$ cat config.mk
export PLATFORM = sky130hd
export DESIGN_NAME = pulse_width_decoder_flat
export DESIGN_NICKNAME = d
export VERILOG_FILES = /design/src/rtl/pulse_width_decoder_if.sv /design/src/rtl/pulse_width_decoder.sv /design/src/flat_wrapper.sv
export SDC_FILE = /design/constraint.sdc
export NUM_CORES = 1
export LEC_CHECK = 0
export ABC_AREA = 1
export BUFFER_PORTS_ARGS = -buffer_cell sky130_fd_sc_hd__buf_2
export CORE_AREA = 4 4 63 65
export DETAILED_ROUTE_END_ITERATION = 7
export DIE_AREA = 0 0 67 69
export PLACE_DENSITY = 0.85
export SETUP_SLACK_MARGIN = 0.2
export SKIP_CTS_REPAIR_TIMING = 1
export SLEW_MARGIN = 5
export SYNTH_ARGS = -nofsm -noshare
export SYNTH_HDL_FRONTEND = slang
export SYNTH_SLANG_ARGS = --single-unit
$ cat constraint.sdc
create_clock -name clock -period 1.55 [get_ports clock]
set_clock_uncertainty 0.15 [all_clocks]
set_input_delay 0.465 -clock clock [delete_from_list [all_inputs] [get_ports clock]]
set_output_delay 0.465 -clock clock [all_outputs]
set_load 0.05 [all_outputs]
$ cat src/rtl/pulse_width_decoder_if.sv
// rtl/pulse_width_decoder_if.sv - serial line input and decoded event outputs of the pulse width decoder
interface pulse_width_decoder_if #(
    parameter int LEN_W = 4,
    parameter int CNT_W = 8
);
    logic             entrada;
    logic             contador_clr;
    logic             saida;
    logic             erro;
    logic [2:0]       estado_atual;
    logic [LEN_W-1:0] comprimento;
    logic [CNT_W-1:0] valid_cnt;
    logic [CNT_W-1:0] err_cnt;

    modport master (
        output entrada,
        output contador_clr,
        input  saida,
        input  erro,
        input  estado_atual,
        input  comprimento,
        input  valid_cnt,
        input  err_cnt
    );

    modport slave (
        input  entrada,
        input  contador_clr,
        output saida,
        output erro,
        output estado_atual,
        output comprimento,
        output valid_cnt,
        output err_cnt
    );
endinterface

$ cat src/rtl/pulse_width_decoder.sv
// rtl/pulse_width_decoder.sv - measures high-run widths on a serial line and flags good and bad runs
module pulse_width_decoder #(
    parameter int PULSE_LEN = 3,
    parameter int LEN_W     = 4,
    parameter int CNT_W     = 8
) (
    input logic                  clock,
    input logic                  reset,
    pulse_width_decoder_if.slave bus
);

    typedef enum logic [2:0] {
        SYNC    = 3'd0,
        IDLE    = 3'd1,
        MEASURE = 3'd2,
        VALID   = 3'd3,
        ERROR   = 3'd4
    } state_t;

    localparam logic [LEN_W-1:0] RUN_MAX    = {LEN_W{1'b1}};
    localparam logic [LEN_W-1:0] RUN_TARGET = LEN_W'(PULSE_LEN);
    localparam logic [LEN_W-1:0] RUN_ONE    = LEN_W'(1);
    localparam logic [CNT_W-1:0] CNT_MAX    = {CNT_W{1'b1}};
    localparam logic [CNT_W-1:0] CNT_ONE    = CNT_W'(1);

    state_t           state_q, state_d;
    logic [LEN_W-1:0] run_q, run_d;
    logic [LEN_W-1:0] comprimento_q, comprimento_d;
    logic             saida_q, saida_d;
    logic             erro_q, erro_d;
    logic [CNT_W-1:0] valid_cnt_q, valid_cnt_d;
    logic [CNT_W-1:0] err_cnt_q, err_cnt_d;

    // Next state, run length and latched width of the run just finished
    always_comb begin
        state_d       = SYNC;
        run_d         = run_q;
        comprimento_d = comprimento_q;
        case (state_q)
            SYNC: begin
                // A run already high when we come out of reset is discarded
                run_d   = '0;
                state_d = bus.entrada ? SYNC : IDLE;
            end
            IDLE: begin
                if (bus.entrada) begin
                    state_d = MEASURE;
                    run_d   = RUN_ONE;
                end else begin
                    state_d = IDLE;
                end
            end
            MEASURE: begin
                if (bus.entrada) begin
                    state_d = MEASURE;
                    if (run_q != RUN_MAX) begin
                        run_d = run_q + RUN_ONE;
                    end
                end else begin
                    comprimento_d = run_q;
                    state_d       = (run_q == RUN_TARGET) ? VALID : ERROR;
                end
            end
            VALID, ERROR: begin
                // This cycle is the low sample separating runs, so a new run may start right away
                if (bus.entrada) begin
                    state_d = MEASURE;
                    run_d   = RUN_ONE;
                end else begin
                    state_d = IDLE;
                end
            end
            default: begin
                state_d = SYNC;
                run_d   = '0;
            end
        endcase
    end

    // Event pulses and saturating event counters; a clear beats a simultaneous count
    always_comb begin
        saida_d     = (state_d == VALID);
        erro_d      = (state_d == ERROR);
        valid_cnt_d = valid_cnt_q;
        err_cnt_d   = err_cnt_q;
        if (bus.contador_clr) begin
            valid_cnt_d = '0;
            err_cnt_d   = '0;
        end else begin
            if (saida_d && (valid_cnt_q != CNT_MAX)) begin
                valid_cnt_d = valid_cnt_q + CNT_ONE;
            end
            if (erro_d && (err_cnt_q != CNT_MAX)) begin
                err_cnt_d = err_cnt_q + CNT_ONE;
            end
        end
    end

    // State and output registers with asynchronous reset
    always_ff @(posedge clock or posedge reset) begin
        if (reset) begin
            state_q       <= SYNC;
            run_q         <= '0;
            comprimento_q <= '0;
            saida_q       <= 1'b0;
            erro_q        <= 1'b0;
            valid_cnt_q   <= '0;
            err_cnt_q     <= '0;
        end else begin
            state_q       <= state_d;
            run_q         <= run_d;
            comprimento_q <= comprimento_d;
            saida_q       <= saida_d;
            erro_q        <= erro_d;
            valid_cnt_q   <= valid_cnt_d;
            err_cnt_q     <= err_cnt_d;
        end
    end

    assign bus.saida        = saida_q;
    assign bus.erro         = erro_q;
    assign bus.estado_atual = state_q;
    assign bus.comprimento  = comprimento_q;
    assign bus.valid_cnt    = valid_cnt_q;
    assign bus.err_cnt      = err_cnt_q;

endmodule

$ cat src/flat_wrapper.sv
// flat-port wrapper written by rule: the top's interface ports become plain ports
module pulse_width_decoder_flat 
#(
    parameter int PULSE_LEN = 3,
    parameter int LEN_W     = 4,
    parameter int CNT_W     = 8
)
  (clock, reset, bus_entrada, bus_contador_clr, bus_saida, bus_erro, bus_estado_atual, bus_comprimento, bus_valid_cnt, bus_err_cnt);
  pulse_width_decoder_if #(.LEN_W(LEN_W), .CNT_W(CNT_W)) bus_i ();
  input logic clock;
  input logic reset;
  input wire logic [$bits(bus_i.entrada)-1:0] bus_entrada;
  input wire logic [$bits(bus_i.contador_clr)-1:0] bus_contador_clr;
  output wire logic [$bits(bus_i.saida)-1:0] bus_saida;
  output wire logic [$bits(bus_i.erro)-1:0] bus_erro;
  output wire logic [$bits(bus_i.estado_atual)-1:0] bus_estado_atual;
  output wire logic [$bits(bus_i.comprimento)-1:0] bus_comprimento;
  output wire logic [$bits(bus_i.valid_cnt)-1:0] bus_valid_cnt;
  output wire logic [$bits(bus_i.err_cnt)-1:0] bus_err_cnt;
  assign bus_i.entrada = bus_entrada;
  assign bus_i.contador_clr = bus_contador_clr;
  assign bus_saida = bus_i.saida;
  assign bus_erro = bus_i.erro;
  assign bus_estado_atual = bus_i.estado_atual;
  assign bus_comprimento = bus_i.comprimento;
  assign bus_valid_cnt = bus_i.valid_cnt;
  assign bus_err_cnt = bus_i.err_cnt;
  pulse_width_decoder #(.PULSE_LEN(PULSE_LEN), .LEN_W(LEN_W), .CNT_W(CNT_W)) u_core (.clock(clock), .reset(reset), .bus(bus_i));
endmodule
# Word-level counts from Yosys, hierarchy flattened
# Cells that the tools add are included.
# word_totals
regBits	29
inputBits	4
output_inout_bits	25
# classes
addsub	3
eq_ne	13
n_mux	13
n_bitwise	1
n_reduce_logical	8
# op_table
cell	count
two-way mux 8 bit	4
adder 8 x 1 -> 8 bit, second input constant	2
!= test 8 bit, second input constant	2
two-way mux 4 bit	3
== test 3 x 2 -> 1 bit, second input constant	3
case mux 3 bit (3 select lines)	1
case mux 4 bit (2 select lines)	1
== test 3 bit, second input constant	2
two-way mux 3 bit	2
adder 4 x 1 -> 4 bit, second input constant	1
== test 4 x 2 -> 1 bit, second input constant	1
!= test 2 x 1 -> 1 bit, second input constant	2
!= test 4 bit, second input constant	1
nonzero test 2 bit	2
== test 3 x 1 -> 1 bit, second input constant	1
logical NOT 3 bit	1
AND reduction 3 bit	1
OR reduction 3 bit	1
logical AND 1 bit	2
two-way mux 2 bit	1
!= test 2 bit, second input constant	1
AND reduction 2 bit	1
two-way mux 1 bit	1
inverter 1 bit	1

# Longest topological paths before layout
# Gate-level depths: netlist (run 1).
# depth
word_depth	8
depth_mapped	9
depth_no_buf	9

# Least setup slack after synthesis (run 1)
# No wires, ideal clock.
# synth_path
path_type	register -> register
start	register u_core.valid_cnt_q[0] (netlist: u_core.bus.valid_cnt[0])
end	register u_core.valid_cnt_q[7] (netlist: u_core.bus.valid_cnt[7])
t_arrival_ns	1.551
required_ns	1.281
setup_slack_ns	-0.269
stages_incl_launch_ff	9
cell_sequence	dfrtp_1 > ha_1 > nand2_1 > inv_1 > nand3_2 > nand2_4 > nand2_4 > nand2_1 > nand2_1
# synth_via
elab_chain_cells	3
# synth_lines
item	line	text
start, declared	pulse_width_decoder.sv:31	logic [CNT_W-1:0] valid_cnt_q, valid_cnt_d;
start signal, assigned	pulse_width_decoder.sv:115	valid_cnt_q <= valid_cnt_d;
adder 8 x 1 -> 8 bit or != test 8 bit (tied branches)	pulse_width_decoder.sv:91, pulse_width_decoder.sv:90	
two-way mux 8 bit or logical AND 1 bit (tied branches)	pulse_width_decoder.sv:90	if (saida_d && (valid_cnt_q != CNT_MAX)) begin
two-way mux 8 bit or nonzero test 2 bit (tied branches)	-	
# Parallel ways exist; a longest one is shown, timed or not. The select of a mux whose other input is x is not followed.
# A chain may end at the register's enable or synchronous reset.

# Worst setup path in the final report (run 1)
# layout_path
start	register u_core.run_q[1]
end	register u_core.err_cnt_q[1] (netlist: u_core.bus.err_cnt[1])
# layout_via
elab_chain_cells	7
# layout_lines
item	line	text
start, declared	pulse_width_decoder.sv:27	logic [LEN_W-1:0] run_q, run_d;
start signal, assigned	pulse_width_decoder.sv:111	run_q <= run_d;
== test 4 x 2 -> 1 bit	pulse_width_decoder.sv:61	state_d = (run_q == RUN_TARGET) ? VALID : ERROR;
two-way mux 3 bit	pulse_width_decoder.sv:61	
two-way mux 3 bit	pulse_width_decoder.sv:54	if (bus.entrada) begin
case mux 3 bit (3 select lines)	pulse_width_decoder.sv:39	case (state_q)
via u_core.state_d[2]	pulse_width_decoder.sv:26	state_t state_q, state_d;
== test 3 bit	pulse_width_decoder.sv:83	erro_d = (state_d == ERROR);
logical AND 1 bit	pulse_width_decoder.sv:93	if (erro_d && (err_cnt_q != CNT_MAX)) begin
nonzero test 2 bit (no line)	-	
end signal, assigned	pulse_width_decoder.sv:116	err_cnt_q <= err_cnt_d;
end, declared	pulse_width_decoder.sv:32	logic [CNT_W-1:0] err_cnt_q, err_cnt_d;
# The timed path passes the listed nets, and every way through them passes these cells.

==> results of run 1 <==
power by group through the flow:
stage	clock, mW	sequential [mW]	combinational [mW]
after floorplan	0	1.04	0.190
after global placement	0	0.878	0.480
after detailed placement	0	0.879	0.489
after CTS	0.496	0.866	0.491
after global routing	0.530	0.894	0.714
final	0.483	0.885	0.673
cells in the final DEF, fill, tap and decap left out, drive strengths merged:
cell,synthesis,layout
nand2,78,78
buf,2,60
nand3,32,32
dfrtp,29,29
nor2,25,25
inv,21,21
o21ai,13,13
clkbuf,0,8
nand4,4,4
ha,3,3
nor3,3,3
xor2,2,2
o211a,1,1
o21a,1,1
xnor2,1,1
o21bai,1,1
worst reg2reg max path, delay by kind of cell, from the launching register on:
family	cells	cell delay, ns
adders and majority gates	1	0.20
DFF	1	0.41
buffers and inverters	2	0.20
and+or+nand+nor	5	0.59
per-stage QoR:
stage | total power [mW] | utilization | setup TNS (ns)
after floorplan | 1.226 | - | -0.0008787
after global placement | 1.359 | 0.5992 | 0
after detailed placement | 1.368 | 0.5992 | 0
after CTS | 1.852 | 0.6168 | -2.250
after global routing | 2.138 | 0.7769 | -1.792
final | 2.041 | 0.7769 | -0.4604
per-layer routing:
layer	vias up	wire length, um	GRT usage
li1	835	-	-
met1	831	1878	0.2192
met2	100	2481	0.2587
met3	14	379	0.05844
met4	0	121	0.08333
met5	-	0	0
how the worst max path moves through the flow:
stage	endpoint	cells after the start
floorplan	u_core.bus.err_cnt[6]	8
global placement	u_core.bus.valid_cnt[2]	8
detailed placement	u_core.bus.valid_cnt[5]	8
CTS	bus_err_cnt[6]	1
global route	u_core.bus.err_cnt[1]	8
finish	u_core.bus.err_cnt[1]	8
state kept, by name (all words and copies together), names as in the netlist:
signal / count
u_core.bus.comprimento: 4
u_core.bus.erro: 1
u_core.bus.err_cnt: 8
u_core.bus.saida: 1
u_core.run_q: 4
u_core.bus.estado_atual: 3
u_core.bus.valid_cnt: 8
kinds of logic (layout without fill, tap and decap cells):
family / count (synthesis) / count (layout) / synth area share
buffers and inverters: 24 / 89 / 0.06185
adder cells (fa/ha/maj): 3 / 3 / 0.02236
XOR/XNOR: 3 / 3 / 0.01565
AO/OA/AOI/OAI: 16 / 16 / 0.06260
flip-flops: 29 / 29 / 0.4322
AND/OR/NAND/NOR: 142 / 142 / 0.4054
layout make-up:
type | count | area share
Sequential cell | 29 | 0.2886
Clock buffer | 8 | 0.02268
Multi-Input combinational cell | 164 | 0.4078
Tap cell | 46 | 0.02220
Timing Repair Buffer | 60 | 0.2264
Inverter | 21 | 0.03234
==> metrics.csv, run 1 <==
metric,value,unit
end of the worst register-to-register path,u_core.bus.err_cnt[1],
hpwl dp,2.658,mm
setup slack after layout,-0.05436,ns
Fmax,0.6233,GHz
"Area growth, synth to finish",54.40,%
Setup crit end kind,register,
H-tree depth,2,
boundary pin count,29,
synthesized cell area,0.001679,mm^2
vias in the first global route,1459,
CTS Buf Count,5,
clock network power share,0.237,
Switch Pwr,0.7321,mW
Die Ht,69,um
Via density,5.427,
total core area,0.003337,mm^2
power per cell area,787.2,mW/mm^2
CTS tree,built,
WL final,4.861,mm
largest net degree at the start of global routing,30,
Routed Antenna Nets,0,
gr ovfl total,0,
status,finished with violations,
Seq pwr share,0.433,
storage element area,748.2,um^2
switching part of the total,0.3587,
Multi-input gate area,0.001057,mm^2
sequential fraction of the synthesis area,0.4322,
critical path's largest stage delay,0.41,ns
Root Driver,clkbuf_4,
post-synth top area share,0.4322,
Diodes inserted,0,
max-cap violation count,0,
Worst-Margin Slew,0.3687,ns
Worst path slowest cell,dfrtp_1,
Final Critical Period,1.604,ns
Starting Density,0.5032,
clock-pin slew on the worst setup and hold paths,0.09,ns
row cnt,21,
Post-DP Area,0.001999,mm^2
top cells by instance count after synthesis,"nand2_1, nand3_1, dfrtp_1, nor2_1, inv_1",
Clock Sinks,29,
WP data arrival,1.72,ns
Buf/Inv on CP,2,
syn_nets,224,
maximum VDD drop,0.7479,mV
FF-to-FF Start,u_core.run_q[1],
crit path launch type,register,
first-pass detailed-route iteration total,4,
Pint,1.309,mW
ys flop type,dfrtp_1,
Relative slew margins,0.7542,
Skew-Pair Late Insertion Delay,0.33,ns
Cells after Synth,217,
I/O Buffers,28,
cell area after layout,0.002592,mm^2
Yosys top cell by area,dfrtp_1,
r2r setup slk,-0.05,ns
initial antenna violation count,0,
Ys Warns,0,
Slew Limit Fails,0,
Final Hold Viols,0,
Crit Path Max Fanout,6,
final RePlAce weighted congestion,0.8273,
violated checks,setup timing,
Post-synth EDFFs,0,
Clock Tree Buf Depth,2,
Post-Syn Area per Cell,7.738,um^2
fin crit share,1.035,
Comb power frac,0.330,
most numerous cell in the Yosys netlist,nand2_1,
Final nets,288,
DRC Markers,0,
post-DR wirelength/cell,14.82,um
"FFs w/ async S/R, synth",1.000,
Worst Reg-to-Reg Cells,8,
ranking of synthesized cells by area,"dfrtp_1, nand2_1, nand3_1",
global-route wire length before repair,6.189,mm
Layout fillers,209,
Critical Path Source,u_core.run_q[1],
leak pwr,1.220,nW
full die area,0.004623,mm^2
Tightest Hold Check Type,primary input to async pin,
initial DRC count,167,
Non-Filler Instances,328,
Placement Setup Slack,0.01025,ns
worst hold margin,0.02891,ns
via count,1780,
CP Class,register to register,
Die Span X,67,um
setup violators final,19,
"Critical Path, Cell by Cell","ha_4, inv_4, nor3_4, nor2_4, nand2_4, buf_6, nand3_2, nand2_1",
share of cells above drive strength 1,0.5000,
placed cell count,297,
GRT Total Usage,0.1727,
"flops & latches, synth",29,
setup repair after global routing missed its margin,yes,
cell family with most CP delay,simple AND/OR/NAND/NOR gates,
Yosys cell types,27,
Worst Path Required,1.67,ns
(Power assumes the default switching activity.)
==> inputs of run 2 (changes only) <==
--- a/config.mk
+++ b/config.mk
@@ -7,10 +7,10 @@
 export LEC_CHECK = 0
 export ABC_AREA = 1
 export BUFFER_PORTS_ARGS = -buffer_cell sky130_fd_sc_hd__buf_2
-export CORE_AREA = 4 4 63 65
+export CORE_AREA = 2 2 59 61
 export DETAILED_ROUTE_END_ITERATION = 7
-export DIE_AREA = 0 0 67 69
-export PLACE_DENSITY = 0.85
+export DIE_AREA = 0 0 61 63
+export PLACE_DENSITY = 0.87
 export SETUP_SLACK_MARGIN = 0.2
 export SKIP_CTS_REPAIR_TIMING = 1
 export SLEW_MARGIN = 5
==> constraint.sdc (replaced) <==
create_clock -name clock -period 1.8 [get_ports clock]
set_clock_uncertainty 0.15 [all_clocks]
set_input_delay 0.54 -clock clock [delete_from_list [all_inputs] [get_ports clock]]
set_output_delay 0.54 -clock clock [all_outputs]
set_load 0.05 [all_outputs]
==> run 2 against run 1 <==
  * The flow now finishes without violations
  * Register-to-register slack better by 0.20 ns
  * Sequential power down 14%
  * Via count about the same
  * Critical path depth down 7
  * Highest routed layer unchanged
  * Global-route usage up 3.5 points
  * Largest cell class unchanged
  * Largest power group unchanged
  * Non-clock buffer count up 14
  * Cell count up 4.6%
==> metrics.csv, run 2 (synthesis gave the netlist of run 1 again) <==
metric,value,unit
Root Driver,clkbuf_4,
placed cell count,292,
fin crit share,0.9231,
Final nets,303,
setup repair after global routing missed its margin,yes,
boundary pin count,29,
leak pwr,1.242,nW
status,finished clean,
Slew Limit Fails,0,
Worst path slowest cell,dfrtp_2,
WP data arrival,0.97,ns
WL final,4.715,mm
maximum VDD drop,0.5963,mV
Diodes inserted,0,
most frequent cells in the layout,"nand2_1, buf_4, nand3_1",
setup violators final,0,
hpwl dp,2.521,mm
CP Class,register to primary output,
CTS Buf Count,5,
DRC Markers,0,
final RePlAce weighted congestion,0.8019,
global-route wire length before repair,5.954,mm
first-pass detailed-route iteration total,4,
Die Span X,61,um
GRT Total Usage,0.2077,
Die Ht,63,um
Tightest Hold Check Type,primary input to async pin,
share of cells above drive strength 1,0.4276,
Relative slew margins,0.7554,
Clock Tree Buf Depth,2,
full die area,0.003843,mm^2
Worst-Margin Slew,0.3668,ns
total core area,0.003232,mm^2
Placement Setup Slack,0.1263,ns
setup slack after layout,0.1383,ns
post-DR wirelength/cell,13.75,um
Final Critical Period,1.662,ns
clock network power share,0.242,
largest net degree at the start of global routing,30,
Layout fillers,189,
Starting Density,0.5196,
Comb power frac,0.313,
Routed Antenna Nets,0,
Switch Pwr,0.6077,mW
Fmax,0.6018,GHz
switching part of the total,0.3539,
initial antenna violation count,0,
clock-pin slew on the worst setup and hold paths,0.09,ns
gr ovfl total,0,
PnR Total Power,1.717,mW
CTS tree,built,
setup TNS,0,ns
via count,1779,
Skew-Pair Late Insertion Delay,0.34,ns
initial DRC count,98,
vias in the first global route,1368,
"Critical Path, Cell by Cell",buf_6,
Crit Path Max Fanout,5,
"Area growth, synth to finish",49.78,%
critical path's largest stage delay,0.46,ns
Final Hold Viols,0,
H-tree depth,2,
Buf/Inv on CP,1,
Setup crit end kind,primary output,
I/O Buffers,28,
Seq pwr share,0.445,
"most common cell after layout, fill and taps aside",nand2_1,
cell family with most CP delay,flip-flops,
crit path launch type,register,
Non-Filler Instances,343,
Pint,1.110,mW
row cnt,21,
Clock Sinks,29,
Via density,5.187,
Worst Path Required,1.11,ns
power per cell area,682.8,mW/mm^2
max-cap violation count,0,
-- run 2: changes by cell type in the layout (fill, tap and decap cells not counted), sizes merged --
cell	before	now
nand2	78	79
buf	60	74
-- run 2: layout make-up --
type	instances	area (um^2)	area share
multi-input cells	165	932.1	0.3706
flip-flops and latches	29	747.0	0.2970
repair buffers	74	638.1	0.2537
inverters	21	81.33	0.03234
clock buffers	8	58.81	0.02338
well taps	46	57.56	0.02289
-- run 2: routing by layer --
metal | GRT usage | up-vias | part of all wire
met3 | 0.06211 | 24 | 0.052
li1 | - | 865 | -
met5 | 0 | - | 0
met2 | 0.3132 | 74 | 0.49
met4 | 0.08152 | 0 | 0.045
met1 | 0.2765 | 816 | 0.41
-- run 2: final timing paths --
check	start	endpoint	slack (ns)	cells past startpoint
max	u_core.bus.err_cnt[0]	bus_err_cnt[0]	0.14	1
min	reset	u_core.bus.valid_cnt[2]	0.10	3
min in group clock	u_core.bus.comprimento[1]	u_core.bus.comprimento[1]	0.38	2
max in group asynchronous	reset	u_core.bus.valid_cnt[0]	1.11	3
min reg2reg	u_core.bus.comprimento[1]	u_core.bus.comprimento[1]	0.38	2
max reg2reg	u_core.bus.err_cnt[1]	u_core.bus.err_cnt[2]	0.15	9
-- run 2: per-stage QoR --
stage	instance area (um^2)	utilization	hold WS, ns
after detailed placement	1919	0.5939	0.3204
final	2515	0.7782	0.1020
after floorplan	1717	-	0.3569
after global routing	2515	0.7782	0.1407
after global placement	1919	0.5939	0.3092
after CTS	1978	0.6121	0.1149
-- run 2: power groups by stage --
stage | Sequential [mW] | Clock [mW] | Combinational, mW
after floorplan | 0.888 | 0 | 0.157
after global placement | 0.765 | 0 | 0.361
after detailed placement | 0.768 | 0 | 0.366
after CTS | 0.756 | 0.416 | 0.368
after global routing | 0.769 | 0.466 | 0.567
final | 0.765 | 0.416 | 0.537
